`src/rtl/strip_frame_buffer.sv`:
```
`default_nettype none
// ============================================================================
// Module   : strip_frame_buffer
// Brief    : Double-buffered LED strip frame store. The host fills the back
//            buffer; the strip driver reads the front buffer through a
//            req/rdy handshake. Committed swaps take effect at frame start.
// Revision : 1.0 - initial release
// ============================================================================
module strip_frame_buffer #(
    parameter int MAX_LEDS      = 3,
    parameter int NUM_CHANNELS  = 3,
    parameter int ADDRESS_WIDTH = 13
) (
    input  logic                     clk,
    input  logic                     rst,
    input  logic                     wr_en,
    input  logic [ADDRESS_WIDTH-1:0] wr_addr,
    input  logic [7:0]               wr_data,
    input  logic                     frame_commit,
    input  logic                     mem_req,
    input  logic [ADDRESS_WIDTH-1:0] mem_addr,
    output logic                     mem_rdy,
    output logic [7:0]               mem_data,
    output logic                     swap_pending,
    output logic [7:0]               frame_count
);

    localparam int DEPTH   = MAX_LEDS * NUM_CHANNELS;
    localparam int c_IDX_W = (DEPTH > 1) ? $clog2(DEPTH) : 1;
    localparam logic [ADDRESS_WIDTH-1:0] c_DEPTH_A = ADDRESS_WIDTH'(DEPTH);

    typedef enum logic [1:0] {
        S_IDLE = 2'd0,
        S_READ = 2'd1,
        S_RESP = 2'd2
    } state_t;

    state_t                   r_state;
    state_t                   w_state_next;
    logic [ADDRESS_WIDTH-1:0] r_addr;
    logic                     r_front_sel;
    logic                     r_swap_pending;
    logic                     r_mem_rdy;
    logic [7:0]               r_mem_data;
    logic [7:0]               r_frame_count;

    logic [7:0]               r_buf0 [DEPTH];
    logic [7:0]               r_buf1 [DEPTH];

    logic                     w_wr_hit;
    logic [c_IDX_W-1:0]       w_wr_idx;
    logic                     w_latch;
    logic                     w_apply;
    logic                     w_rd_hit;
    logic [c_IDX_W-1:0]       w_rd_idx;
    logic [7:0]               w_rd_byte;

    assign w_wr_hit = wr_en && (wr_addr < c_DEPTH_A);
    assign w_wr_idx = wr_addr[c_IDX_W-1:0];

    // Buffer storage is deliberately outside reset; r_front_sel here is the
    // pre-swap value, so a write coinciding with a swap lands in the old back.
    always_ff @(posedge clk) begin
        if (w_wr_hit) begin
            if (r_front_sel) begin
                r_buf0[w_wr_idx] <= wr_data;
            end else begin
                r_buf1[w_wr_idx] <= wr_data;
            end
        end
    end

    always_comb begin
        w_state_next = r_state;
        w_latch      = 1'b0;
        w_apply      = 1'b0;
        case (r_state)
            S_IDLE: begin
                if (mem_req) begin
                    w_latch      = 1'b1;
                    w_apply      = r_swap_pending && (mem_addr == '0);
                    w_state_next = S_READ;
                end
            end
            S_READ:  w_state_next = S_RESP;
            S_RESP:  w_state_next = S_IDLE;
            default: w_state_next = S_IDLE;
        endcase
    end

    assign w_rd_hit = (r_addr < c_DEPTH_A);
    assign w_rd_idx = r_addr[c_IDX_W-1:0];

    always_comb begin
        w_rd_byte = 8'h00;
        if (w_rd_hit) begin
            w_rd_byte = r_front_sel ? r_buf1[w_rd_idx] : r_buf0[w_rd_idx];
        end
    end

    always_ff @(posedge clk) begin
        if (rst) begin
            r_state        <= S_IDLE;
            r_addr         <= '0;
            r_front_sel    <= 1'b0;
            r_swap_pending <= 1'b0;
            r_mem_rdy      <= 1'b0;
            r_mem_data     <= 8'h00;
            r_frame_count  <= 8'h00;
        end else begin
            r_state   <= w_state_next;
            // Registered pulse: high exactly during the RESP cycle.
            r_mem_rdy <= (r_state == S_READ);
            if (r_state == S_READ) begin
                r_mem_data <= w_rd_byte;
            end
            if (w_latch) begin
                r_addr <= mem_addr;
            end
            if (w_apply) begin
                r_front_sel   <= ~r_front_sel;
                r_frame_count <= r_frame_count + 8'd1;
            end
            r_swap_pending <= frame_commit | (r_swap_pending & ~w_apply);
        end
    end

    assign mem_rdy      = r_mem_rdy;
    assign mem_data     = r_mem_data;
    assign swap_pending = r_swap_pending;
    assign frame_count  = r_frame_count;

endmodule
`default_nettype wire
```
`config.mk`:
```
export PLATFORM = sky130hd
export DESIGN_NAME = strip_frame_buffer
export DESIGN_NICKNAME = d
export VERILOG_FILES = /design/src/rtl/strip_frame_buffer.sv
export SDC_FILE = /design/constraint.sdc
export NUM_CORES = 1
export LEC_CHECK = 0
export CAP_MARGIN = 20
export CORE_ASPECT_RATIO = 1.4
export CORE_UTILIZATION = 45
export DETAILED_ROUTE_END_ITERATION = 10
export GPL_TIMING_DRIVEN = 0
export MAX_ROUTING_LAYER = met4
export PLACE_DENSITY = 0.7
export SYNTH_ARGS = -nofsm -noshare
export SYNTH_HDL_FRONTEND = slang
export SYNTH_SLANG_ARGS = --single-unit
```
`constraint.sdc`:
```
create_clock -name clk -period 3 [get_ports clk]
set_clock_uncertainty 0.05 [all_clocks]
set_input_delay 0.3 -clock clk [delete_from_list [all_inputs] [get_ports clk]]
set_output_delay 0.3 -clock clk [all_outputs]
set_load 0.01 [all_outputs]
```
---- Yosys cells after proc, flatten, opt, wreduce, memory -nomap -nowiden ----
Memory sizes are Yosys's and may differ from the RTL's. A register that Yosys moved wholly into a read port is not among the register bits.
Cells that the tools add are included.
storage, ports and cells
  word-level logic and storage cells ...... 40
  output and inout port bits .............. 18
  memory bits (writable) .................. 144
  input port bits ......................... 39
  flip-flop bits (word level) ............. 34
  memories ................................ 2
memory list
  name    depth  width  read ports  clocked after memory_dff  wr ports  RTL line  text
  r_buf0  9      8      1           1                         1         47        logic [7:0] r_buf0 [DEPTH];
  r_buf1  9      8      1           1                         1         48        logic [7:0] r_buf1 [DEPTH];
cells by class
  reductions and logical operators ........ 4
  bitwise logic cells ..................... 4
  muxes and demuxes ....................... 18
  $lt $le $gt $ge ......................... 2
  equality and inequality tests ........... 2
  $add $sub $neg .......................... 1
operators by type and width
  operator             number
  $lt 13x4->1 const B  2
  $mux 4               4
  $mux 8               2
  $logic_not 13->1     1
  $mux 1               10
  $add 8x1->8 const B  1
  $pmux 2 s2           1
  $eq 2x1->1 const B   1
  $logic_and 1x1->1    2
  $logic_not 2->1      1
  $mux 2               1
  $ne 2x2->1 const B   1
  $not 1->1            2
  $and 1x1->1          1
  $or 1x1->1           1

---- Depth between registers and ports, before layout ----
Gate-level depths: netlist (run 1).
  word-level depth ........................ 7
  mapped depth ............................ 8
  depth with buffers taken out ............ 5

---- Worst setup path before layout (run 1) ----
Ideal clock, no wire load.
  path type ............................... input -> register
  start ................................... input port wr_addr[12]
  end ..................................... memory r_buf1[0][0], enable pin
  data required time ...................... 2.580 ns
  data arrival time ....................... 1.507 ns
  library setup time ...................... 0.370 ns
  path slack .............................. 1.072 ns
  stages .................................. 4
  cell sequence ........................... nor4_1 nand4b_1 or3_1 nor2_1
between the ends
  word-level cells in the longest chain between the ends .. 4
ends and longest elaborated chain
  element                       RTL line  text
  start: declaration            17        input logic [ADDRESS_WIDTH-1:0] wr_addr,
  $lt 13x4->1                   58        assign w_wr_hit = wr_en && (wr_addr < c_DEPTH_A);
  $logic_and 1x1->1             58
  $mux 1                        64        if (w_wr_hit) begin
  $mux 1 (implied by the code)  68        r_buf1[w_wr_idx] <= wr_data;
  end: declaration              48
No other way between the ends.

---- Worst setup path after layout (run 1) ----
  start ................................... register r_front_sel
  end ..................................... memory r_buf0[5][7], enable pin
between the ends
  word-level cells in the longest chain between the ends .. 3
ends and longest elaborated chain
  element                       RTL line  text
  start: declaration            41        logic r_front_sel;
  start signal: assignment      121       r_front_sel <= ~r_front_sel;
  $mux 1                        65        if (r_front_sel) begin
  $mux 1                        64
  $mux 1 (implied by the code)  66        r_buf0[w_wr_idx] <= wr_data;
  end: declaration              47
No other way between the ends.

==> results of run 1 <==
## Yosys cell counts (all sizes together)
cell type | number | share of area, %
nand4b | 1 | 0.12
nor3 | 4 | 0.28
nand4 | 3 | 0.26
buf | 15 | 2.3
a311o | 4 | 0.55
nand3 | 3 | 0.21
nor2 | 36 | 1.9
nor3b | 5 | 0.59
mux4 | 16 | 5.2
o31ai | 1 | 0.10
nand2b | 2 | 0.17
a221oi | 20 | 2.9
nor4 | 9 | 0.78
dfxtp | 38 | 11
ha | 1 | 0.17
nand2 | 51 | 2.7
or3b | 2 | 0.24
a21oi | 19 | 1.4
nor2b | 1 | 0.19
or3 | 7 | 0.61
edfxtp | 144 | 60
a211oi | 8 | 0.83
o21ai | 10 | 0.69
xnor2 | 8 | 0.97
nand3b | 1 | 0.10
mux2i | 32 | 4.4
a41o | 4 | 0.55
inv | 4 | 0.21
a221o | 4 | 0.55
nor4b | 1 | 0.12
clkbuf | 9 | 0.47
## cell type report
type	instances	share of cell area, %
plain buffers	24	2.31
inverters	4	0.174
repair buffers	55	6.38
well taps	196	2.84
clock buffers	17	4.93
multi-input cells	253	22.2
flip-flops and latches	182	58.9
clock inverters	15	2.20
## power groups by stage
stage / sequential, mW / combinational [mW] / clock, mW
after floorplan: 2.80 / 0.189 / 0
after global placement: 2.80 / 0.336 / 0
after detailed placement: 2.80 / 0.343 / 0
after CTS: 2.75 / 0.345 / 2.27
after global routing: 2.75 / 0.367 / 2.37
final: 2.75 / 0.344 / 2.25
## per-layer routing
| layer | up-vias | global-route usage [%] | share of wire, % |
|---|---|---|---|
| met5 | - | - | 0 |
| met4 | 0 | 10.5 | 4.0 |
| met3 | 33 | 3.90 | 4.6 |
| met2 | 158 | 34.0 | 52 |
| met1 | 2103 | 21.4 | 39 |
| li1 | 1965 | - | - |
## worst max-delay path, stage by stage, from the launching register on
cell and delay [ns]:
sky130_fd_sc_hd__dfxtp_1 0.43, sky130_fd_sc_hd__buf_2 0.31, sky130_fd_sc_hd__buf_1 0.51, sky130_fd_sc_hd__nand2_1 0.26
sky130_fd_sc_hd__nor2_1 0.71
## registers in the layout, indices dropped and copies added (netlist names), named ones only
register and cells:
frame_count 8, r_state 2, swap_pending 1, r_front_sel 1
mem_rdy 1, r_buf0 72, r_buf1 72, mem_data 8
r_addr 13
## metrics by stage
stage | utilization (%) | worst slack, ns | cells | hold slack [ns]
4_1_cts | 55.3 | 0.344 | 746 | 0.303
3_5_place_dp | 51.3 | 0.255 | 714 | 0.405
2_1_floorplan | - | 1.07 | 463 | 0.349
3_3_place_gp | 51.3 | 0.327 | 714 | 0.395
5_1_grt | 55.3 | 0.204 | 746 | 0.352
6_report | 55.3 | 0.357 | 746 | 0.309
## final timing paths
| check | startpoint | end | slack [ns] | depth (start not counted) |
|---|---|---|---|---|
| max reg2reg | r_front_sel | r_buf0[5][7] | 0.36 | 4 |
| min reg2reg | r_addr[4] | r_addr[4] | 0.41 | 2 |
| min | rst | mem_data[1] | 0.31 | 3 |
| max | r_front_sel | r_buf0[5][7] | 0.36 | 4 |
## logic make-up (layout without fill, tap and decap cells)
| kind of cell | Yosys count | in the layout |
|---|---|---|
| XOR/XNOR | 8 | 8 |
| AND/OR/NAND/NOR | 126 | 126 |
| AO/OA/AOI/OAI | 70 | 70 |
| flip-flops | 182 | 182 |
| adder cells (fa/ha/maj) | 1 | 1 |
| buffers and inverters | 28 | 115 |
| multiplexers | 48 | 48 |
==> impl_metrics.tcl, run 1 <==
set metrics [dict create \
    cts-htree-levels 4 \
    route.detailed.drc 0 \
    power_per_cell_area_mw_per_mm2 620 \
    worst_ir_drop_vdd_mv 0.367 \
    port_buffers 55 \
    antenna_cells 0 \
    hpwlAfterDp_mm 10.6 \
    area_growth_pct 19.6 \
    power_report.internal_total_mw 4.16 \
    pin_count 57 \
    most_common_cell_after_layout_fill_and_taps_aside "sky130_fd_sc_hd__edfxtp_1" \
    rows 54 \
    floorplan.die.width_um 109 \
    maximum_number_of_pins_on_one_net_before_global_route_repair 19 \
    synthesis.area_per_instance_um2 15.6 \
    totalWireLength_mm 15.1 \
    p_seq_share_pct 51.4 \
    min_period_ns 2.64 \
    postSynthNetCount 503 \
    synth_compound_area_share_pct 7.61 \
    muxShareOfSynthArea_pct 9.64 \
    hold_viol_final 0 \
    wl_per_cell_um 20.3 \
    synth_top_family_by_area "multiplexers" \
    post_synth_instance_area_mm2 0.00722 \
    area.sequential_mm2 0.00508 \
    ant_nets 0 \
    grt_pass1_vias 4389 \
    dr.first_iter.drc_count 302 \
    globalRoute.totalOverflow 0 \
    postCtsSetupRepairBufs 0 \
    power_total_mw 5.35 \
    grt_pass1_wl_mm 23.1 \
    worst_ep_arrival_time_ns 2.64 \
    coreArea_mm2 0.0156 \
    pwr-share-comb_pct 6.4 \
    total_area_of_multi_input_combinational_cells_mm2 0.00192 \
    die_height_um 152 \
    criticalPathCategory "register to register" \
    clk_pin_slew_worst_paths_ns 0.07 \
    tritoncts.num_buffers 17 \
    final_count_of_pins_violating_max_slew 0 \
    ys.warnings.count 0 \
    share_clk_of_total_power_pct 42.2 \
    post_cts_hold_buffer_count 0 \
    cts_resized 0 \
    initial_utilization_pct 46.2 \
    gp_routability_congestion 0.875 \
    num-fill-cells 1238 \
    worst-path-max-fanout 10 \
    clkLatencyLatePin_ns 0.42 \
    hp-class "primary input to register" \
    grt_use_total_pct 19.9 \
    placed_area_mm2 0.00801 \
    clock_sinks 182 \
    sequential_element_share_of_the_synthesized_area_pct 70.4 \
    power_switching_mw 1.19 \
    via_per_inst 5.71 \
    leading_cell_types_in_the_layout_fill_and_taps_excluded "sky130_fd_sc_hd__edfxtp_1, sky130_fd_sc_hd__clkdlybuf4s50_1, sky130_fd_sc_hd__nand2_1" \
    setup-violations-final 0 \
    max_slew_margin_pct 44.0 \
    clock_tree.buffer_depth 2 \
    drive_gt1_share_pct 12.5 \
    static-leakage-power_nw 2.68 \
    max-cap-violations 0 \
    swShare_pct 22.2 \
    grt_setup_unrepaired "no" \
    die-area_mm2 0.0166 \
    critical_path.startpoint_type "register" \
    num-nets-final 577 \
    clock-root-buffer "sky130_fd_sc_hd__clkbuf_16" \
    tightestPinTransition_ns 0.836 \
    syn_inst 463 \
    tns_ns 0 \
    max_freq_mhz 378 \
    synthesized_flop_and_latch_total 182 \
    number_of_antenna_violations_at_the_first_check_in_global_routing 0 \
    netlist-cell-type-count 41 \
    final_design_area_no_fill_mm2 0.00863 \
    drtPass1Iterations 5 \
    clock_tree_from_tritoncts "built" \
    synth-xor-area-share_pct 0.971 \
    critical_path.endpoint_type "register" \
    outcome "completed" \
    yosys.area_share.adder_pct 0.173 \
    layout_worst_path_cycle_share_pct 88.1 \
    synth_simple_gate_area_share_pct 8.20 \
    critical_path_required_ns 3.00 \
    num_vias 4259 \
]
No activity file was read; power rests on OpenSTA's default activity.
==> run 2, diff against run 1 <==
- GPL_TIMING_DRIVEN: 0 -> not set
==> run 2 against run 1 <==
Register-to-register slack better by 0.52 ns. Hold slack better by 0.080 ns. Combinational power shrank 8.4%. Maximum frequency grew 24%. Die area unchanged. Worst setup slack improved by 0.52 ns. Via count shrank 1.2%. Power decreased by 2.8%. Cell count shrank 0.54%. Critical endpoint is now mem_data[0]. Largest power group unchanged.
==> impl_metrics.tcl, run 2 (synthesized netlist as in run 1, its figures left out) <==
set metrics [dict create \
    clock-root-buffer "sky130_fd_sc_hd__clkbuf_16" \
    ant_nets 0 \
    final_count_of_pins_violating_max_slew 0 \
    maximum_number_of_pins_on_one_net_before_global_route_repair 49 \
    num-nets-final 573 \
    grt_use_total_pct 18.9 \
    setup-violations-final 0 \
    max_slew_margin_pct 31.8 \
    route.detailed.drc 0 \
    final_design_area_no_fill_mm2 0.00856 \
    max_stage_delay_ns 0.43 \
    pin_count 57 \
    leading_cell_types_in_the_layout_fill_and_taps_excluded "sky130_fd_sc_hd__edfxtp_1, sky130_fd_sc_hd__clkdlybuf4s50_1, sky130_fd_sc_hd__nand2_1" \
    dp_cells 710 \
    num_vias 4206 \
    hold_viol_final 0 \
    number_of_antenna_violations_at_the_first_check_in_global_routing 0 \
    worst-path-max-fanout 15 \
    critical_path_required_ns 3.28 \
    outcome "completed" \
    clock_sinks 182 \
    globalRoute.totalOverflow 0 \
    worst_ep_arrival_time_ns 2.40 \
    via_per_inst 5.67 \
    most_common_cell_after_layout_fill_and_taps_aside "sky130_fd_sc_hd__edfxtp_1" \
    placed_area_mm2 0.00798 \
    timing.critical_path.slowest_stage_cell "sky130_fd_sc_hd__a311o_1" \
    coreArea_mm2 0.0156 \
    totalWireLength_mm 14.5 \
    min_period_ns 2.13 \
    worstHoldStart "frame_commit" \
    worst-r2r-setup-slack_ns 0.87 \
    drtPass1Iterations 4 \
    layout_worst_path_cycle_share_pct 70.9 \
    area_growth_pct 18.6 \
    cts-htree-levels 4 \
    critical_path.startpoint_type "register" \
    dr.first_iter.drc_count 330 \
    antenna_cells 0 \
    floorplan.die.width_um 109 \
    grt_pass1_vias 4212 \
    port_buffers 56 \
    worstReg2RegStart "r_state[1]" \
    hp-class "primary input to register" \
    grt_setup_unrepaired "no" \
    tns_ns 0 \
    grt_pass1_wl_mm 22.2 \
    clock_tree_from_tritoncts "built" \
    worst_ir_drop_vdd_mv 0.491 \
    clock_tree.buffer_depth 2 \
    static-leakage-power_nw 2.67 \
    die-area_mm2 0.0166 \
    max-cap-violations 0 \
    postCtsSetupRepairBufs 0 \
    reg.largest.list "r_buf0: 72 flops, r_buf1: 72 flops, r_addr: 13 flops" \
    final_cells 742 \
    power_per_cell_area_mw_per_mm2 607 \
    r2r-end "mem_data[0]" \
    gp_routability_congestion 0.852 \
    max_freq_mhz 470 \
    tritoncts.num_buffers 17 \
    criticalPathCategory "register to register" \
    die_height_um 152 \
    holdPathStages 3 \
    drive_gt1_share_pct 13.7 \
    crit_path_cell_trace "nand2b_1, nor3_1, nand4_1, a311o_1, a221oi_2" \
    rows 54 \
    post_cts_hold_buffer_count 0 \
    hold_path_end "swap_pending" \
    num-fill-cells 1225 \
    clk_pin_slew_worst_paths_ns 0.07 \
    cts_resized 0 \
    tightestPinTransition_ns 1.02 \
    critical_path.endpoint_type "register" \
    initial_utilization_pct 46.2 \
    hpwlAfterDp_mm 9.87 \
    clkLatencyLatePin_ns 0.43 \
    timing.reg2reg.worst_path_depth 5 \
    wl_per_cell_um 19.5 \
]
-- run 2: layer usage --
layer	global-route usage (%)	wire length (um)
met4	9.46	477
met3	3.69	707
met2	31.1	7460
met5	-	0
met1	21.6	5850
-- run 2: power breakdown --
part           switching [mW]  internal [mW]
combinational           0.172          0.142
clock                    1.02           1.11
sequential             0.0186           2.74
total                    1.21           3.99
-- run 2: final cells by class --
class	count	area, um^2	area share [%]
multi-input cells	253	1920	22.4
clock inverters	15	156	1.83
clock buffers	17	425	4.97
well taps	196	245	2.86
inverters	4	15.0	0.175
flip-flops and latches	182	5090	59.4
repair buffers	75	716	8.36
-- run 2: worst max path at each step --
stage                start           end  slack, ns  depth (start not counted)
5_1_grt           register   mem_data[0]       0.72                          5
3_5_place_dp   wr_addr[12]  r_buf1[3][4]       0.46                          5
3_3_place_gp    wr_addr[8]  r_buf1[3][3]       0.53                          5
6_report        r_state[1]   mem_data[0]       0.87                          5
2_1_floorplan  wr_addr[12]  r_buf1[0][0]       1.07                          4
4_1_cts         r_state[1]   mem_data[0]       0.88                          5
-- run 2: stage by stage --
stage / hold WS [ns] / utilization [%] / worst slack [ns] / total power, mW
after floorplan: 0.349 / - / 1.07 / 2.99
after global placement: 0.395 / 51.1 / 0.535 / 3.12
after detailed placement: 0.407 / 51.1 / 0.459 / 3.13
after CTS: 0.377 / 54.9 / 0.879 / 5.22
after global routing: 0.399 / 54.9 / 0.723 / 5.34
final: 0.389 / 54.9 / 0.873 / 5.20
-- run 2: worst max-delay path: cells and delay by family, from the launching register on --
family,cells,cell delay [ns]
AO/OA/AOI/OAI,2,0.65
flip-flops,1,0.33
AND/OR/NAND/NOR,3,0.98
==> run 3, diff against run 2 <==
- PLACE_DENSITY: 0.7 -> 0.73
- clock period: 3 -> 1.95 ns (I/O delays scaled with it)
==> run 3 against run 2 <==
Sequential share of layout area is 2.0 points lower. Largest power group unchanged. Via count grew 3.4%. Hold slack lost 0.13 ns. Critical endpoint is now mem_data[5]. Worst setup slack worse by 0.83 ns. Cell count increased by 3.9%. Critical path depth up 1. Highest routed layer unchanged. Non-clock buffer count grew 29. Power rose by 56%. Sequential cell count stayed put. Global-route usage is 1.2 points higher. Register-to-register slack got worse by 0.83 ns. Cell area up 3.4%.
==> impl_metrics.tcl, run 3 (synthesized netlist as in run 1, its figures left out) <==
set metrics [dict create \
    final_core_util_pct 56.8 \
    antenna_cells 0 \
    drive_gt1_share_pct 18.4 \
    grt_setup_unrepaired "no" \
    max-cap-violations 0 \
    max_slew_margin_pct 56.9 \
    hp-class "primary input to register" \
    clock-root-buffer "sky130_fd_sc_hd__clkbuf_16" \
    worst-path-stages 6 \
    route.detailed.drc 0 \
    holdPathStages 3 \
    grt_pass1_vias 4347 \
    most_common_cell_after_layout_fill_and_taps_aside "sky130_fd_sc_hd__edfxtp_1" \
    hpwlAfterDp_mm 10.5 \
    dp_cells 738 \
    totalWireLength_mm 15.6 \
    power_report.internal_total_mw 6.19 \
    via_per_inst 5.64 \
    coreArea_mm2 0.0156 \
    timing.critical_path.slowest_stage_cell "sky130_fd_sc_hd__a311o_1" \
    worstHoldStart "frame_commit" \
    grt_pass1_wl_mm 23.4 \
    p_seq_share_pct 52.2 \
    final_cells 771 \
    share_clk_of_total_power_pct 41.1 \
    floorplan.die.width_um 109 \
    maximum_number_of_pins_on_one_net_before_global_route_repair 25 \
    max_freq_mhz 526 \
    final_count_of_pins_violating_max_slew 0 \
    clkLatencyLatePin_ns 0.43 \
    static-leakage-power_nw 2.84 \
    number_of_antenna_violations_at_the_first_check_in_global_routing 0 \
    dr.first_iter.drc_count 389 \
    outcome "completed" \
    layout_worst_path_cycle_share_pct 97.5 \
    fin_hold_ws_ns 0.261 \
    gp_routability_congestion 0.900 \
    leading_cell_types_in_the_layout_fill_and_taps_excluded "sky130_fd_sc_hd__edfxtp_1, sky130_fd_sc_hd__clkdlybuf4s50_1, sky130_fd_sc_hd__nand2_1" \
    worst-path-max-fanout 11 \
    rows 54 \
    pwr-share-comb_pct 6.7 \
    crit_path_cell_trace "buf_12, buf_4, mux2i_1, a221o_1, a311o_1, a221oi_2" \
    detailedPlace.worstSlack_ns -0.279 \
    tritoncts.num_buffers 17 \
    setup_ws_ns 0.0479 \
    critical_path_required_ns 2.25 \
    hold_viol_final 0 \
    postCtsSetupRepairBufs 0 \
    initial_utilization_pct 46.2 \
    critical_path.endpoint_type "register" \
    power_per_cell_area_mw_per_mm2 915 \
    timing.reg2reg.worst_path_depth 6 \
    die-area_mm2 0.0166 \
    criticalPathCategory "register to register" \
    min_period_ns 1.90 \
    globalRoute.totalOverflow 0 \
    grt_use_total_pct 20.0 \
    clock_tree_from_tritoncts "built" \
    area_growth_pct 22.7 \
    critical-path-top-delay-family "compound AO/OA/AOI/OAI gates" \
    placed_area_mm2 0.00822 \
    worstPathBufferInverterCount 2 \
    worst_ir_drop_vdd_mv 0.682 \
    wl_per_cell_um 20.2 \
    ant_nets 0 \
    pin_count 57 \
    cts-htree-levels 4 \
    reg.largest.list "r_buf0: 72 flops, r_buf1: 72 flops, r_addr: 13 flops" \
    setup-violations-final 0 \
    num-nets-final 602 \
    tightestPinTransition_ns 0.646 \
    power_switching_mw 1.91 \
    worst_ep_arrival_time_ns 2.20 \
    num_vias 4350 \
    clock_tree.buffer_depth 2 \
    port_buffers 56 \
    max_stage_delay_ns 0.39 \
    clock_sinks 182 \
    drtPass1Iterations 5 \
    swShare_pct 23.5 \
    post_cts_hold_buffer_count 0 \
    critical_path.startpoint_type "register" \
    final_design_area_no_fill_mm2 0.00886 \
    die_height_um 152 \
    clk_pin_slew_worst_paths_ns 0.07 \
]
==> run 3: what timing repair did <==
action | 4_1_cts | 5_1_grt
cloned | 0 | 1
resized for setup | 1 | 4
pin swaps | 0 | 1
setup endpoints to repair | 1 | 6
==> run 3: final cells by class <==
cell class	instances	area (um^2)
Inverter	4	15.0
Multi-Input combinational cell	253	1930
Fill cell	1193	6750
Timing Repair Buffer	104	980
Tap cell	196	245
Clock buffer	17	425
Sequential cell	182	5090
Clock inverter	15	171
==> run 3: routing by layer <==
layer / global-route usage, % / routed length [um] / up-vias
met2: 32.8 / 7970 / 194
met1: 22.4 / 5880 / 2107
met4: 10.5 / 732 / 0
met5: - / 0 / -
met3: 4.55 / 1020 / 40
li1: - / - / 2009
==> run 3: tightest hold or removal path: cells and delay by family <==
family,cells,cell delay [ns]
compound gates,1,0.05
buf+inv,2,0.45
==> run 3: per-stage QoR <==
step | setup TNS, ns | power [mW]
3_5_place_dp | -32.82 | 4.84
5_1_grt | 0 | 8.34
3_3_place_gp | -26.96 | 4.83
4_1_cts | 0 | 8.13
6_report | 0 | 8.10
2_1_floorplan | 0 | 4.60
==> run 3: final timing paths <==
path / slack [ns] / to
worst max register to register: 0.05 / mem_data[5]
worst min-delay path: 0.26 / swap_pending
worst min register to register: 0.41 / r_addr[8]
worst max-delay path: 0.05 / mem_data[5]
==> run 3: power by group through the flow <==
stage / combinational [mW] / sequential, mW / clock [mW]
2_1_floorplan: 0.290 / 4.31 / 0
3_3_place_gp: 0.517 / 4.31 / 0
4_1_cts: 0.532 / 4.23 / 3.37
3_5_place_dp: 0.526 / 4.32 / 0
6_report: 0.543 / 4.23 / 3.33
5_1_grt: 0.581 / 4.23 / 3.52
